<file path="src/rtl/reg_file_if.sv">
// Register-file access bus: two combinational read ports plus one synchronous write port.
interface reg_file_if #(
    parameter int unsigned DATA_WIDTH = 32,
    parameter int unsigned ADDR_WIDTH = 5
);
    logic [ADDR_WIDTH-1:0] read_addr_0;
    logic [ADDR_WIDTH-1:0] read_addr_1;
    logic [DATA_WIDTH-1:0] read_data_0;
    logic [DATA_WIDTH-1:0] read_data_1;
    logic                  write_enable;
    logic [ADDR_WIDTH-1:0] write_addr;
    logic [DATA_WIDTH-1:0] write_data;

    modport master (
        output read_addr_0, read_addr_1, write_enable, write_addr, write_data,
        input  read_data_0, read_data_1
    );

    modport slave (
        input  read_addr_0, read_addr_1, write_enable, write_addr, write_data,
        output read_data_0, read_data_1
    );
endinterface

</file>
<file path="src/rtl/reg_file.sv">
// General-purpose register file: two combinational read ports with write-first bypass,
// one synchronous write port, optional hardwired-zero register 0.
module reg_file #(
    parameter int unsigned DATA_WIDTH = 32,
    parameter int unsigned ADDR_WIDTH = 5,
    parameter bit          ZERO_REG   = 1'b1
) (
    input  logic        clk,
    input  logic        rst,
    reg_file_if.slave   bus
);
    localparam int unsigned DEPTH = 2 ** ADDR_WIDTH;

    logic [DATA_WIDTH-1:0] regs [DEPTH];
    logic                  write_ok;

    // A write to the hardwired zero register is treated as no write at all.
    assign write_ok = bus.write_enable &&
                      !(ZERO_REG && (bus.write_addr == ADDR_WIDTH'(0)));

    always_ff @(posedge clk) begin
        if (rst) begin
            regs <= '{default: '0};
        end else if (write_ok) begin
            regs[bus.write_addr] <= bus.write_data;
        end
    end

    // Read port 0: rst, then zero register, then bypass, then stored value.
    always_comb begin
        bus.read_data_0 = regs[bus.read_addr_0];
        if (rst) begin
            bus.read_data_0 = '0;
        end else if (ZERO_REG && (bus.read_addr_0 == ADDR_WIDTH'(0))) begin
            bus.read_data_0 = '0;
        end else if (write_ok && (bus.write_addr == bus.read_addr_0)) begin
            bus.read_data_0 = bus.write_data;
        end
    end

    // Read port 1: same resolution as port 0.
    always_comb begin
        bus.read_data_1 = regs[bus.read_addr_1];
        if (rst) begin
            bus.read_data_1 = '0;
        end else if (ZERO_REG && (bus.read_addr_1 == ADDR_WIDTH'(0))) begin
            bus.read_data_1 = '0;
        end else if (write_ok && (bus.write_addr == bus.read_addr_1)) begin
            bus.read_data_1 = bus.write_data;
        end
    end
endmodule
</file>
<file path="src/flat_wrapper.sv">
// flat-port wrapper written by rule: the top's interface ports become plain ports
module reg_file_flat 
#(
    parameter int unsigned DATA_WIDTH = 32,
    parameter int unsigned ADDR_WIDTH = 5,
    parameter bit          ZERO_REG   = 1'b1
)
  (clk, rst, bus_read_addr_0, bus_read_addr_1, bus_write_enable, bus_write_addr, bus_write_data, bus_read_data_0, bus_read_data_1);
  reg_file_if #(.DATA_WIDTH(DATA_WIDTH), .ADDR_WIDTH(ADDR_WIDTH)) bus_i ();
  input  logic clk;
  input  logic rst;
  input wire logic [$bits(bus_i.read_addr_0)-1:0] bus_read_addr_0;
  input wire logic [$bits(bus_i.read_addr_1)-1:0] bus_read_addr_1;
  input wire logic [$bits(bus_i.write_enable)-1:0] bus_write_enable;
  input wire logic [$bits(bus_i.write_addr)-1:0] bus_write_addr;
  input wire logic [$bits(bus_i.write_data)-1:0] bus_write_data;
  output wire logic [$bits(bus_i.read_data_0)-1:0] bus_read_data_0;
  output wire logic [$bits(bus_i.read_data_1)-1:0] bus_read_data_1;
  assign bus_i.read_addr_0 = bus_read_addr_0;
  assign bus_i.read_addr_1 = bus_read_addr_1;
  assign bus_i.write_enable = bus_write_enable;
  assign bus_i.write_addr = bus_write_addr;
  assign bus_i.write_data = bus_write_data;
  assign bus_read_data_0 = bus_i.read_data_0;
  assign bus_read_data_1 = bus_i.read_data_1;
  reg_file #(.DATA_WIDTH(DATA_WIDTH), .ADDR_WIDTH(ADDR_WIDTH), .ZERO_REG(ZERO_REG)) u_core (.clk(clk), .rst(rst), .bus(bus_i));
endmodule
</file>
<file path="config.mk">
export PLATFORM = sky130hd
export DESIGN_NAME = reg_file_flat
export DESIGN_NICKNAME = d
export VERILOG_FILES = /design/src/rtl/reg_file_if.sv /design/src/rtl/reg_file.sv /design/src/flat_wrapper.sv
export SDC_FILE = /design/constraint.sdc
export NUM_CORES = 2
export LEC_CHECK = 0
export CORE_MARGIN = 2
export CORE_UTILIZATION = 60
export CTS_CLUSTER_DIAMETER = 150
export CTS_CLUSTER_SIZE = 25
export DETAILED_ROUTE_END_ITERATION = 16
export PLACE_DENSITY = 0.76
export SYNTH_ARGS = -nofsm -noshare
export SYNTH_HDL_FRONTEND = slang
export SYNTH_SLANG_ARGS = --single-unit
</file>
<file path="constraint.sdc">
create_clock -name clk -period 3.3 [get_ports clk]
set_input_delay 0.33 -clock clk [delete_from_list [all_inputs] [get_ports clk]]
set_output_delay 0.33 -clock clk [all_outputs]
set_load 0.02 [all_outputs]
</file>
==> results.sh <==
export IMPL_dp_hpwl_mm=120
export IMPL_cp_required_ps=2970
export IMPL_path_max_fanout=19
export IMPL_cpMaxStageDelayCell="mux2i_1"
export IMPL_p_per_area_nw_per_um2=377
export IMPL_synthTopCellsByArea="dfxtp_1 (40%), mux4_2 (22%), nand2_1 (15%), a21oi_1 (9.6%), clkbuf_1 (3.8%)"
export IMPL_synth_cell_types=29
export IMPL_gp_congestion=0.986
export IMPL_tightestPinTransition_ps=1150
export IMPL_regMostFlops="u_core.regs"
export IMPL_relSlewSlack_pct=22.8
export IMPL_grt_max_degree=224
export IMPL_outcome="finished with violations"
export IMPL_syn_instance_count=5826
export IMPL_hold_path_class="in2reg"
export IMPL_syn2layout_area_growth_pct=11.2
export IMPL_period_minus_slack_ps=3370
export IMPL_clockBufferDepth=3
export IMPL_antenna_left=0
export IMPL_die_area_sq_um=88500
export IMPL_fin_cells=6904
export IMPL_cap_violations=0
export IMPL_setup_slack_ps=-73.6
export IMPL_hold_slack_ps=50.5
export IMPL_start_kind="input pin"
export IMPL_peakVddDrop_mv=0.388
export IMPL_fp_dieH_um=297
export IMPL_grt_util_all_layers_pct=41.7
export IMPL_antenna_found_initial=18
export IMPL_yosysSeqAreaShare_pct=39.7
export IMPL_ys_warn_count=0
export IMPL_io_pins=114
export IMPL_slew_violations=0
export IMPL_viasPerCell=6.91
export IMPL_syn_area_sq_um=51700
export IMPL_drcViolationCount=0
export IMPL_clkTransAtPathRegs_ps=100
export IMPL_layout_worst_path_cycle_share_pct=102
export IMPL_dpl_instance_area_sq_um=56200
export IMPL_wl_per_cell_um=27.5
export IMPL_grt_pass1_vias=45930
export IMPL_crit_type="in2out"
export IMPL_cts_tree="built"
export IMPL_dr_pass1_iters=7
export IMPL_htree_levels=2
export IMPL_path_cells="buf_8 -> buf_12 -> buf_4 -> mux4_2 -> mux2i_1 -> a211oi_1 -> a221o_1 -> buf_4"
export IMPL_drtIter0Drc=7642
export IMPL_arrival_ps=3040
export IMPL_die_x_um=297
export IMPL_drive_gt1_share_pct=18.3
export IMPL_failed_checks="setup timing"
export IMPL_placement_rows=107
export IMPL_seq_area_sq_um=20500
export IMPL_syn_avg_cell_area_sq_um=8.87
export IMPL_cts_hold_fix_buffers=0
export IMPL_root_buffer="clkbuf_16"
export IMPL_cts_buffers=46
export IMPL_fmax_mhz=296
export IMPL_grt_util_met3_pct=17.8
export IMPL_synth_area_leader_cell="dfxtp_1"
export IMPL_use_met1_pct=52.9
export IMPL_port_buffers=113
export IMPL_grt_first_pass_wirelength_mm=281
export IMPL_crit_top_cell="buf_4"
export IMPL_largest_register_ff_count=1024
export IMPL_p_total_w=0.0217
export IMPL_finalSetupViolations=1
export IMPL_core_region_area_sq_um=85300
export IMPL_fill_cells=6616
export IMPL_start_util_pct=60.6
export IMPL_hold_viol=0
export IMPL_skew_ps=0
export IMPL_stdcell_area_sq_um=57400
export IMPL_multiInputGateArea_sq_um=29100
export IMPL_leakage_nw=19.0
export IMPL_top_regs="u_core.regs: 1024 flops"
export IMPL_wl_mm=190
export IMPL_placed_cells=6845
export IMPL_cts_sinks=1024
export IMPL_busiest_layer="met2"
export IMPL_rsz0062_at_grt="no"
export IMPL_synth_nets=5876
export IMPL_cp_slowest_stage_delay_ps=770
export IMPL_use_met2_pct=59.7
export IMPL_endpoint_kind="output port"
export IMPL_layout_nets=5800
export IMPL_synth_top_area_share_pct=39.7
export IMPL_ys_ff_latch=1024
export IMPL_clkLatencyLatePin_ps=640
export IMPL_vias=47737
export IMPL_overflow=0
## kinds of logic (layout without fill, tap and decap cells)
kind of cell              count (synthesis)  count (layout)  synth area share, %
AOI/OAI and AO/OA                      1317            1317                 14.7
xor gates and xnor gates                  9               9                0.153
buffers and inverters                   645             570                 4.92
DFF                                    1024            1024                 39.7
muxes                                   576             576                 23.6
other                                     0               9                    0
and+or+nand+nor                        2255            2255                 17.0
## cell usage after synthesis
cell type and n:
nor4_1 3, nand4_1 2, xnor2_1 9, mux2i_1 64
a221o_1 64, nand2b_1 2, nor4_2 2, nor2b_1 102
clkbuf_1 525, mux4_2 512, a22oi_1 128, and2_1 4
nand3_1 3, nand4b_1 2, a21oi_1 994, dfxtp_1 1024
clkbuf_2 28, nor3_1 5, nor3b_1 4, buf_2 68
or2_1 1, a211oi_1 128, inv_1 3, o311ai_1 2
nor2_1 38, o41ai_4 1, nand2_1 2085, buf_1 21
nand3b_1 2
## layout by cell type (no fill, tap or decap), types with 5 or more instances in the layout
master | netlist | final
nand2_1 | 2085 | 2073
dfxtp_1 | 1024 | 1024
a21oi_1 | 994 | 994
mux4_2 | 512 | 512
buf_4 | 0 | 329
a22oi_1 | 128 | 128
a211oi_1 | 128 | 119
nor2b_1 | 102 | 98
buf_12 | 0 | 84
mux2i_1 | 64 | 64
a221o_1 | 64 | 63
clkbuf_16 | 0 | 47
dlygate4sd2_1 | 0 | 42
clkdlybuf4s50_1 | 0 | 37
nor2_4 | 0 | 33
dlymetal6s2s_1 | 0 | 18
nand2_2 | 0 | 12
diode_2 | 0 | 9
xnor2_1 | 9 | 9
a211oi_2 | 0 | 8
nor2_1 | 38 | 5
buf_8 | 0 | 5
## routing by layer
layer	vias to the layer above	wire, um
li1	20165	-
met4	16	12100
met2	3951	79300
met5	-	241
met3	888	33100
met1	22717	64800
## where the power goes
group | switching (W) | internal, W | leakage (nW)
clock | 0.00404 | 0.00257 | 0.585
sequential | 0.0000642 | 0.0124 | 8.25
combinational | 0.00166 | 0.000883 | 10.2
## through the flow
step                util, %  setup TNS, ps  setup slack, ps
floorplan                 -              0              573
global placement       65.9          -1680             -155
detailed placement     65.9          -2710             -218
CTS                    67.3          -21.3            -16.3
global route           67.4              0             17.0
finish                 67.4          -73.6            -73.6
## worst max-delay path: cells and delay by family
family | cells | cell delay [ps]
AO/OA/AOI/OAI | 2 | 560
buffers and inverters | 4 | 840
multiplexers | 2 | 1280
## cell type report
cell class | count | area share [%]
clock inverter | 1 | 0.0152
multi-input combinational | 4157 | 50.6
clock buffer | 48 | 2.05
tap | 1144 | 2.49
inverter | 3 | 0.0196
timing repair buffer | 518 | 9.09
antenna | 9 | 0.0392
sequential | 1024 | 35.7
## final timing paths
path | start | to | slack [ps] | cells after the start
setup reg to reg | u_core.regs[867] | u_core.regs[867] | 2560 | 2
hold reg to reg | u_core.regs[635] | u_core.regs[635] | 470 | 2
hold / removal | rst | u_core.regs[1009] | 50 | 2
setup / recovery | bus_read_addr_1[0] | bus_read_data_1[20] | -70 | 8
## timing repair
| action | 4_1_cts | 5_1_grt |
|---|---|---|
| resized for setup | 52 | 21 |
| setup endpoints to repair | 55 | 19 |
| pin swaps | 0 | 1 |
| hold endpoints to repair | 0 | 0 |
| setup buffers | 0 | 1 |
| cloned | 0 | 0 |
Power figures use the tool's default switching activity.
